===== src/rtl/otp_ctrl_lci_prog_if.sv =====
// rtl/otp_ctrl_lci_prog_if.sv - OTP request/response bus between the LCI programmer and the OTP macro
interface otp_ctrl_lci_prog_if #(
    parameter int WordWidth = 16,
    parameter int AddrWidth = 11
);
    logic                 otp_req_o;
    logic                 otp_cmd_o;
    logic [AddrWidth-1:0] otp_addr_o;
    logic [WordWidth-1:0] otp_wdata_o;
    logic                 otp_gnt_i;
    logic                 otp_rvalid_i;
    logic [WordWidth-1:0] otp_rdata_i;
    logic [2:0]           otp_err_i;

    modport master (
        output otp_req_o, otp_cmd_o, otp_addr_o, otp_wdata_o,
        input  otp_gnt_i, otp_rvalid_i, otp_rdata_i, otp_err_i
    );

    modport slave (
        input  otp_req_o, otp_cmd_o, otp_addr_o, otp_wdata_o,
        output otp_gnt_i, otp_rvalid_i, otp_rdata_i, otp_err_i
    );
endinterface


===== src/rtl/otp_ctrl_lci_prog.sv =====
// rtl/otp_ctrl_lci_prog.sv - life cycle transition OTP word programmer; OTP_CTRL_LCI_VERIFY_EN adds read-back verify
module otp_ctrl_lci_prog #(
    parameter int          NumWords  = 12,
    parameter int          WordWidth = 16,
    parameter int          AddrWidth = 11,
    parameter int unsigned BaseAddr  = 0
) (
    input  logic                          clk_i,
    input  logic                          rst_i,
    input  logic                          lci_en_i,
    input  logic                          escalate_i,
    input  logic                          lc_req_i,
    input  logic [NumWords*WordWidth-1:0] lc_data_i,
    input  logic                          skip_zero_i,
    output logic                          lc_ack_o,
    output logic                          lc_err_o,
    output logic [2:0]                    error_o,
    output logic                          fsm_err_o,
    output logic                          idle_o,
    output logic [$clog2(NumWords+1)-1:0] words_done_o,
    otp_ctrl_lci_prog_if.master           otp
);
    localparam int CntW  = $clog2(NumWords);
    localparam int DoneW = $clog2(NumWords+1);
    localparam logic [2:0] FsmStateError = 3'd7;

    typedef enum logic [2:0] {
        ResetSt     = 3'd0,
        IdleSt      = 3'd1,
        WriteSt     = 3'd2,
        WriteWaitSt = 3'd3,
        ReadSt      = 3'd4,
        ReadWaitSt  = 3'd5,
        ErrorSt     = 3'd6
    } state_e;

    state_e                        state_q;
    logic [NumWords*WordWidth-1:0] data_q;
    logic                          skip_q;
    logic [CntW-1:0]               cnt_q;
    logic [2:0]                    error_q;
    logic                          otp_req_q;
    logic                          otp_cmd_q;
    logic [AddrWidth-1:0]          otp_addr_q;
    logic [WordWidth-1:0]          otp_wdata_q;

    logic [WordWidth-1:0]          nxt_word;
    logic [WordWidth-1:0]          first_word;
    logic [CntW-1:0]               nxt_idx;
    logic                          last_word;
    logic                          word_done;
    logic [2:0]                    err_d;

    function automatic logic [WordWidth-1:0] word_at(input logic [NumWords*WordWidth-1:0] d,
                                                     input int idx);
        return d[idx*WordWidth +: WordWidth];
    endfunction

`ifdef OTP_CTRL_LCI_VERIFY_EN
    logic [WordWidth-1:0] cur_word;
    assign cur_word = word_at(data_q, int'(cnt_q));
`else
    logic unused_rdata;
    assign unused_rdata = ^otp.otp_rdata_i;
`endif

    // Response handling: err_d is the error code after this cycle's OTP response, word_done ends a word.
    always_comb begin
        first_word = word_at(lc_data_i, 0);
        last_word  = (cnt_q == CntW'(NumWords-1));
        nxt_idx    = last_word ? '0 : cnt_q + CntW'(1);
        nxt_word   = word_at(data_q, int'(nxt_idx));
        err_d      = error_q;
        word_done  = 1'b0;
        case (state_q)
            WriteSt: word_done = !otp_req_q;
            WriteWaitSt: begin
                if (otp.otp_rvalid_i) begin
                    if (otp.otp_err_i != 3'd0) err_d = otp.otp_err_i;
`ifndef OTP_CTRL_LCI_VERIFY_EN
                    word_done = 1'b1;
`endif
                end
            end
`ifdef OTP_CTRL_LCI_VERIFY_EN
            ReadWaitSt: begin
                if (otp.otp_rvalid_i) begin
                    if (otp.otp_err_i != 3'd0)         err_d = otp.otp_err_i;
                    else if (otp.otp_rdata_i != cur_word) err_d = 3'd6;
                    word_done = 1'b1;
                end
            end
`endif
            default: ;
        endcase
    end

    always_ff @(posedge clk_i) begin
        lc_ack_o  <= 1'b0;
        lc_err_o  <= 1'b0;
        fsm_err_o <= 1'b0;
        idle_o    <= 1'b0;
        if (rst_i) begin
            state_q      <= ResetSt;
            data_q       <= '0;
            skip_q       <= 1'b0;
            cnt_q        <= '0;
            words_done_o <= '0;
            error_q      <= '0;
            otp_req_q    <= 1'b0;
            otp_cmd_q    <= 1'b0;
            otp_addr_q   <= '0;
            otp_wdata_q  <= '0;
        end else if (escalate_i) begin
            state_q     <= ErrorSt;
            fsm_err_o   <= 1'b1;
            otp_req_q   <= 1'b0;
            otp_wdata_q <= '0;
            if (error_q == 3'd0) error_q <= FsmStateError;
        end else begin
            error_q <= err_d;
            case (state_q)
                ResetSt: begin
                    if (lci_en_i) begin
                        state_q <= IdleSt;
                        idle_o  <= 1'b1;
                    end
                end
                IdleSt: begin
                    if (lc_req_i) begin
                        data_q       <= lc_data_i;
                        skip_q       <= skip_zero_i;
                        cnt_q        <= '0;
                        words_done_o <= '0;
                        state_q      <= WriteSt;
                        // A skipped word enters WriteSt with the request already low.
                        otp_req_q    <= !(skip_zero_i && first_word == '0);
                        otp_cmd_q    <= 1'b1;
                        otp_addr_q   <= AddrWidth'(BaseAddr);
                        otp_wdata_q  <= first_word;
                    end else begin
                        idle_o <= 1'b1;
                    end
                end
                WriteSt: begin
                    if (otp_req_q && otp.otp_gnt_i) begin
                        otp_req_q   <= 1'b0;
                        otp_wdata_q <= '0;
                        state_q     <= WriteWaitSt;
                    end
                end
`ifdef OTP_CTRL_LCI_VERIFY_EN
                WriteWaitSt: begin
                    if (otp.otp_rvalid_i) begin
                        state_q   <= ReadSt;
                        otp_req_q <= 1'b1;
                        otp_cmd_q <= 1'b0;
                    end
                end
                ReadSt: begin
                    if (otp.otp_gnt_i) begin
                        otp_req_q <= 1'b0;
                        state_q   <= ReadWaitSt;
                    end
                end
                ReadWaitSt: ;
`else
                WriteWaitSt: ;
`endif
                ErrorSt: begin
                    if (error_q == 3'd0) error_q <= FsmStateError;
                end
                default: begin
                    state_q     <= ErrorSt;
                    fsm_err_o   <= 1'b1;
                    otp_req_q   <= 1'b0;
                    otp_wdata_q <= '0;
                end
            endcase

            if (word_done) begin
                words_done_o <= words_done_o + DoneW'(1);
                if (last_word) begin
                    lc_ack_o    <= 1'b1;
                    otp_req_q   <= 1'b0;
                    otp_wdata_q <= '0;
                    if (err_d != 3'd0) begin
                        lc_err_o <= 1'b1;
                        state_q  <= ErrorSt;
                    end else begin
                        idle_o  <= 1'b1;
                        state_q <= IdleSt;
                    end
                end else begin
                    cnt_q       <= nxt_idx;
                    state_q     <= WriteSt;
                    otp_req_q   <= !(skip_q && nxt_word == '0);
                    otp_cmd_q   <= 1'b1;
                    otp_addr_q  <= AddrWidth'(BaseAddr) + AddrWidth'(nxt_idx);
                    otp_wdata_q <= nxt_word;
                end
            end
        end
    end

    assign error_o         = error_q;
    assign otp.otp_req_o   = otp_req_q;
    assign otp.otp_cmd_o   = otp_cmd_q;
    assign otp.otp_addr_o  = otp_addr_q;
    assign otp.otp_wdata_o = otp_wdata_q;
endmodule


===== src/flat_wrapper.sv =====
// flat-port wrapper written by rule: the top's interface ports become plain ports
module otp_ctrl_lci_prog_flat 
#(
    parameter int          NumWords  = 12,
    parameter int          WordWidth = 16,
    parameter int          AddrWidth = 11,
    parameter int unsigned BaseAddr  = 0
)
  (clk_i, rst_i, lci_en_i, escalate_i, lc_req_i, lc_data_i, skip_zero_i, lc_ack_o, lc_err_o, error_o, fsm_err_o, idle_o, words_done_o, otp_otp_req_o, otp_otp_cmd_o, otp_otp_addr_o, otp_otp_wdata_o, otp_otp_gnt_i, otp_otp_rvalid_i, otp_otp_rdata_i, otp_otp_err_i);
  otp_ctrl_lci_prog_if #(.WordWidth(WordWidth), .AddrWidth(AddrWidth)) otp_i ();
  input  logic clk_i;
  input  logic rst_i;
  input  logic lci_en_i;
  input  logic escalate_i;
  input  logic lc_req_i;
  input  logic [NumWords*WordWidth-1:0] lc_data_i;
  input  logic skip_zero_i;
  output logic lc_ack_o;
  output logic lc_err_o;
  output logic [2:0] error_o;
  output logic fsm_err_o;
  output logic idle_o;
  output logic [$clog2(NumWords+1)-1:0] words_done_o;
  output wire logic [$bits(otp_i.otp_req_o)-1:0] otp_otp_req_o;
  output wire logic [$bits(otp_i.otp_cmd_o)-1:0] otp_otp_cmd_o;
  output wire logic [$bits(otp_i.otp_addr_o)-1:0] otp_otp_addr_o;
  output wire logic [$bits(otp_i.otp_wdata_o)-1:0] otp_otp_wdata_o;
  input wire logic [$bits(otp_i.otp_gnt_i)-1:0] otp_otp_gnt_i;
  input wire logic [$bits(otp_i.otp_rvalid_i)-1:0] otp_otp_rvalid_i;
  input wire logic [$bits(otp_i.otp_rdata_i)-1:0] otp_otp_rdata_i;
  input wire logic [$bits(otp_i.otp_err_i)-1:0] otp_otp_err_i;
  assign otp_otp_req_o = otp_i.otp_req_o;
  assign otp_otp_cmd_o = otp_i.otp_cmd_o;
  assign otp_otp_addr_o = otp_i.otp_addr_o;
  assign otp_otp_wdata_o = otp_i.otp_wdata_o;
  assign otp_i.otp_gnt_i = otp_otp_gnt_i;
  assign otp_i.otp_rvalid_i = otp_otp_rvalid_i;
  assign otp_i.otp_rdata_i = otp_otp_rdata_i;
  assign otp_i.otp_err_i = otp_otp_err_i;
  otp_ctrl_lci_prog #(.NumWords(NumWords), .WordWidth(WordWidth), .AddrWidth(AddrWidth), .BaseAddr(BaseAddr)) u_core (.clk_i(clk_i), .rst_i(rst_i), .lci_en_i(lci_en_i), .escalate_i(escalate_i), .lc_req_i(lc_req_i), .lc_data_i(lc_data_i), .skip_zero_i(skip_zero_i), .lc_ack_o(lc_ack_o), .lc_err_o(lc_err_o), .error_o(error_o), .fsm_err_o(fsm_err_o), .idle_o(idle_o), .words_done_o(words_done_o), .otp(otp_i));
endmodule

===== config.mk =====
export PLATFORM = sky130hd
export DESIGN_NAME = otp_ctrl_lci_prog_flat
export DESIGN_NICKNAME = d
export VERILOG_FILES = /design/src/rtl/otp_ctrl_lci_prog_if.sv /design/src/rtl/otp_ctrl_lci_prog.sv /design/src/flat_wrapper.sv
export SDC_FILE = /design/constraint.sdc
export NUM_CORES = 1
export LEC_CHECK = 0
export BUFFER_PORTS_ARGS = -buffer_cell sky130_fd_sc_hd__buf_4
export CAP_MARGIN = 20
export CORE_MARGIN = 2
export CORE_UTILIZATION = 30
export CTS_CLUSTER_DIAMETER = 80
export DETAILED_ROUTE_END_ITERATION = 10
export HOLD_SLACK_MARGIN = 0.1
export PLACE_DENSITY_LB_ADDON = 0.12
export SYNTH_ARGS = -nofsm -noshare
export SYNTH_HDL_FRONTEND = slang
export SYNTH_SLANG_ARGS = --single-unit

===== constraint.sdc =====
create_clock -name clk_i -period 7.8 [get_ports clk_i]
set_input_delay 1.56 -clock clk_i [delete_from_list [all_inputs] [get_ports clk_i]]
set_output_delay 1.56 -clock clk_i [all_outputs]
set_load 0.005 [all_outputs]

Word-level counts from Yosys, hierarchy flattened
Cells that the tools add are included.

operators by class
  add/sub/neg operators = 2
  equal/unequal tests = 15
  shift-type cells = 1
  multiplexer cells = 53
  bitwise gates (word level) = 3
  reductions and logical operators = 25

operator list
  cell                 count
  $shiftx 192x9->16    1
  $mux 16              4
  $pmux 16 s3          1
  $mux 11              4
  $mux 3               14
  $logic_not 16->1     2
  $mux 4               8
  $mux 1               18
  $pmux 3 s4           1
  $reduce_and 3->1     3
  $add 4x1->4 const B  2
  $ne 4x3->1 const B   2
  $reduce_and 4->1     2
  $eq 3x2->1 const B   2
  $logic_not 3->1      2
  $ne 2x1->1 const B   3
  $ne 3x1->1 const B   2
  $ne 3x2->1 const B   2
  $reduce_bool 3->1    2
  $reduce_or 3->1      2
  $reduce_or 5->1      1
  $eq 4x4->1 const B   1
  $ne 4x2->1 const B   1
  $pmux 1 s2           2
  other kinds (9)      17

word-level totals
  register bits after elaboration = 240
  input port bits = 219
  word-level logic and storage cells = 114

Depth between registers and ports, before layout
  depth in word-level cells = 9
  mapped depth = 12

Worst setup path after synthesis
OpenSTA, ideal clock, no wires.

  path type = input -> register
  start point = input otp_otp_rvalid_i
  end point = register u_core.otp_req_q (netlist: u_core.otp.otp_req_o)
  data arrival time = 3.037 ns
  required time = 7.666 ns
  slack = 4.629 ns
  cell stages on the path = 8
  path through = nand2_1 > a211oi_1 > a221oi_1 > o21a_1 > nor2_1 > and4_1 > and4_1 > a211oi_2

between the ends
  word-level cells in the longest chain between the ends = 4
  elaborated cells between the ends (all ways) = 7
  classes of those cells = eq/ne (3); mux (3); reduce/logical (1)

ends and longest elaborated chain
  element                                              RTL line                  text
  start: declaration                                   flat_wrapper.sv:29        input wire logic [$bits(otp_i.otp_rvalid_i)-1:0] otp_otp_rvalid_i;
  $mux 1 (*)                                           otp_ctrl_lci_prog.sv:78   if (otp.otp_rvalid_i) begin
  $pmux 1 s2 (*)                                       otp_ctrl_lci_prog.sv:75   case (state_q)
  $ne 3x1->1 (no source line) (tied with other cells)  n/a
  $reduce_and 3->1 (no source line)                    n/a
  end signal: assignment                               otp_ctrl_lci_prog.sv:137  otp_req_q <= !(skip_zero_i && first_word == '0);
  end signal: assignment                               otp_ctrl_lci_prog.sv:197  otp_req_q <= !(skip_q && nxt_word == '0);
  end: declaration                                     otp_ctrl_lci_prog.sv:42   logic otp_req_q;

Mark *: on every way between the ends. The rest lies on a longest branch, timed or not.
A chain may end at the register's enable or synchronous reset.

Worst setup path after layout
  start point = register u_core.cnt_q[0]
  end point = register u_core.otp_req_q (netlist: u_core.otp.otp_req_o)

between the ends
  word-level cells in the longest chain between the ends = 8
  elaborated cells between the ends (all ways) = 9
  classes of those cells = add/sub (1); eq/ne (1); shift (1); mux (3); reduce/logical (3)

ends and longest elaborated chain
  element                                           RTL line                                          text
  start: declaration                                otp_ctrl_lci_prog.sv:40                           logic [CntW-1:0] cnt_q;
  start signal: assignment                          otp_ctrl_lci_prog.sv:195                          cnt_q <= nxt_idx;
  $add 4x1->4 / $eq 4x4->1 (equally long branches)  otp_ctrl_lci_prog.sv:71, otp_ctrl_lci_prog.sv:70
  $mux 4                                            otp_ctrl_lci_prog.sv:71                           nxt_idx = last_word ? '0 : cnt_q + CntW'(1);
  $shiftx 192x9->16                                 otp_ctrl_lci_prog.sv:56                           return d[idx*WordWidth +: WordWidth];
  $logic_not 16->1                                  otp_ctrl_lci_prog.sv:197
  $logic_and 1x1->1                                 otp_ctrl_lci_prog.sv:197
  $logic_not 1->1                                   otp_ctrl_lci_prog.sv:197
  $mux 1 (*)                                        otp_ctrl_lci_prog.sv:183                          if (last_word) begin
  $mux 1 (*)                                        otp_ctrl_lci_prog.sv:181                          if (word_done) begin

Marked as above.

==> flow_metrics.env <==
export IMPL_status="complete, no violations"
export IMPL_dieArea_um2=35750
export IMPL_r2r_end="u_core.otp.otp_req_o"
export IMPL_maxSlewViolCount=0
export IMPL_crit_path_start="u_core.cnt_q[0]"
export IMPL_setup_viol=0
export IMPL_syn_to_final_growth_pct=30.65
export IMPL_syn_inst=1254
export IMPL_hpwlAfterDp_mm=24.17
export IMPL_gp_congestion=0.7957
export IMPL_fillCellCount=3523
export IMPL_drt_iter0_drc=701
export IMPL_switching_share=0.2308
export IMPL_drive_above_1_share=0.2363
export IMPL_grtUsageTotal=0.1917
export IMPL_portBuffers=242
export IMPL_io_pins=259
export IMPL_seq_area_frac_synth=0.4676
export IMPL_yosys_area_top_type="dfxtp_1"
export IMPL_syn_mean_instance_area_um2=8.195
export IMPL_cts_sinks=240
export IMPL_cp_end_kind="flip-flop"
export IMPL_intPower_w=0.002383
export IMPL_synth_ff_type="dfxtp_1"
export IMPL_grt_max_degree=201
export IMPL_grt_first_pass_wirelength_mm=53.39
export IMPL_r2r_slack_ns=3.64
export IMPL_mappedNetlistArea_um2=10280
export IMPL_clk_pin_slew_ns=0.06
export IMPL_worstSetupPathType="flip-flop to flip-flop"
export IMPL_power_frac_seq=0.410
export IMPL_p_per_area_nw_per_um2=230.8
export IMPL_rsz0062_at_grt="false"
export IMPL_antenna_left=0
export IMPL_r2r_cells=10
export IMPL_via_per_inst=4.929
export IMPL_place_inst=1855
export IMPL_cts_made_buffers=29
export IMPL_tightest_slew_ns=1.121
export IMPL_synth_nets=1475
export IMPL_yosys_register_bits=240
export IMPL_cts_tree="done"
export IMPL_hold_violations=0
export IMPL_hold_class="flip-flop to flip-flop"
export IMPL_maxCapViolCount=0
export IMPL_htreeDepth=1
export IMPL_fin_tns_setup_ns=0
export IMPL_num_nets_final=1659
export IMPL_postCtsSetupRepairBufs=0
export IMPL_peakVddDrop_v=0.0001476
export IMPL_die_height_um=189.1
export IMPL_skew_ns=0.009287
export IMPL_wl_per_cell_um=18.30
export IMPL_critical_path_required_ns=8.22
export IMPL_rows=67
export IMPL_critPathArrivalTime_ns=4.57
export IMPL_ys_warn_count=0
export IMPL_combPwrFrac=0.093
export IMPL_min_period_ns=4.159
export IMPL_antenna_found_initial=2
export IMPL_reg2reg_from="u_core.cnt_q[0]"
export IMPL_max_freq_mhz=240.4
export IMPL_final_cell_mix="nand2_1 (437), buf_4 (248), dfxtp_1 (240)"
export IMPL_power_switching_w=0.0007151
export IMPL_cts_buffer_depth=3
export IMPL_ys_async_sr_fraction=0
export IMPL_fin_hold_ws_ns=0.4490
export IMPL_grt_ovfl_total=0
export IMPL_critPathMaxFanout=26
export IMPL_critical_path_endpoint="u_core.otp.otp_req_o"
export IMPL_netlist_top_cells_area="dfxtp_1 (47%), nand2_1 (16%), a21oi_1 (10%)"
export IMPL_synth_top_cell_area_share=0.4676
export IMPL_finalNonFillerCells=1909
export IMPL_drc_errors=0
export IMPL_cts_hold_buffers=0
export IMPL_synth_cell_type_count=55
export IMPL_vias=9409
export IMPL_clock_latency_ns=0.54
export IMPL_first_pass_iters=5
export IMPL_p_clk_frac=0.497
export IMPL_fp_dieW_um=189.1
export IMPL_wl_mm=34.93
export IMPL_cts_resized=0
export IMPL_p_leak_nw=4.946
export IMPL_root_buffer="clkbuf_16"
export IMPL_final_common_cell="nand2_1"
export IMPL_coreArea_um2=33620
export IMPL_finalCritPeriodShare=0.5333
export IMPL_start_util=0.3057
export IMPL_critPathLaunchType="flip-flop"
export IMPL_synth_edf_count=0
export IMPL_relSlewSlack=0.2525
export IMPL_grt_pass1_vias=9214
-- stage by stage --
stage	power (W)	setup slack, ns	instance area (um2)	util
after global placement	0.001588	3.552	12320	0.3666
after global routing	0.003216	3.402	13420	0.3993
final	0.003098	3.641	13430	0.3994
after floorplan	0.001441	4.629	10280	-
after CTS	0.003136	3.557	13420	0.3993
after detailed placement	0.001589	3.568	12320	0.3666
-- routing by layer --
| metal | wire [um] | part of all wire | vias to the layer above | global-route usage |
|---|---|---|---|---|
| li1 | - | - | 4673 | - |
| met5 | 15 | 0.00043 | - | 0 |
| met3 | 2563 | 0.073 | 48 | 0.04912 |
| met2 | 15660 | 0.45 | 251 | 0.3064 |
| met1 | 15870 | 0.45 | 4435 | 0.2576 |
| met4 | 818 | 0.023 | 2 | 0.04898 |
-- state kept, by name, indices dropped and copies added, names as in the netlist --
name and count:
u_core.lc_err_o 1, u_core.otp.otp_addr_o 11, u_core.data_q 192, u_core.idle_o 1, u_core.words_done_o 4, u_core.error_o 3
u_core.otp.otp_cmd_o 1, u_core.otp.otp_req_o 1, u_core.cnt_q 4, u_core.lc_ack_o 1, u_core.skip_q 1, u_core.state_q 3
u_core.fsm_err_o 1, u_core.otp.otp_wdata_o 16
-- power by group through the flow --
stage	clock (W)	sequential [W]	combinational, W
floorplan	0	0.00129	0.000151
global placement	0	0.00130	0.000291
detailed placement	0	0.00130	0.000290
CTS	0.00157	0.00127	0.000291
global route	0.00163	0.00127	0.000316
finish	0.00154	0.00127	0.000287
-- cell type report --
| type | count | area, um2 | area share |
|---|---|---|---|
| Inverter | 5 | 18.77 | 0.001398 |
| Sequential cell | 240 | 4805 | 0.3579 |
| Clock inverter | 15 | 280.3 | 0.02088 |
| Multi-Input combinational cell | 911 | 5026 | 0.3744 |
| Antenna cell | 1 | 2.502 | 0.0001864 |
| Clock buffer | 38 | 819.5 | 0.06104 |
| Tap cell | 448 | 560.5 | 0.04175 |
| Timing Repair Buffer | 251 | 1913 | 0.1425 |
-- synth_stat cells (3+ instances only) --
library cell	number
mux2i_1	10
or2_2	3
and2_1	10
nor4_1	3
a21oi_1	212
buf_2	8
a22oi_1	29
and3b_1	3
clkbuf_1	80
inv_1	5
nand4_1	3
buf_6	4
nor2b_1	5
o21ai_0	10
o21a_1	3
a211oi_1	18
mux4_1	3
mux4_2	33
dfxtp_1	240
nor3_1	10
a32o_1	3
nand3_1	15
and3_1	3
buf_1	4
nand2_1	437
a31oi_1	8
nand2b_1	6
nor2_1	43
o211ai_1	3
nor3b_1	6
a221oi_1	3
-- worst max-delay path: stages (launching register included) --
cell and delay, ns:
dfxtp_1 0.56, ha_2 0.37, and3b_1 0.31, nor2_8 0.53
buf_4 0.50, mux4_2 0.61, a22oi_1 0.18, nand2_1 0.13
or4_1 0.55, nor4_2 0.18, a211oi_2 0.10
-- cell families after synthesis --
logic type	share of synthesized area
AND/OR/NAND/NOR	0.2231
AO/OA/AOI/OAI	0.1713
flip-flops	0.4676
buffers and inverters	0.04420
multiplexers	0.08974
XOR/XNOR	0.001705
adder cells (fa/ha/maj)	0.002435
-- how the worst min path moves through the flow --
stage | startpoint | endpoint | slack, ns | depth (start not counted)
floorplan | u_core.data_q[116] | u_core.data_q[116] | 0.43 | 2
global placement | u_core.data_q[133] | u_core.data_q[133] | 0.44 | 2
detailed placement | u_core.data_q[118] | u_core.data_q[118] | 0.44 | 2
CTS | u_core.data_q[118] | u_core.data_q[118] | 0.45 | 2
global route | u_core.data_q[119] | u_core.data_q[119] | 0.47 | 2
finish | u_core.data_q[118] | u_core.data_q[118] | 0.45 | 2
Note: power is estimated with default switching activity, not from simulation.
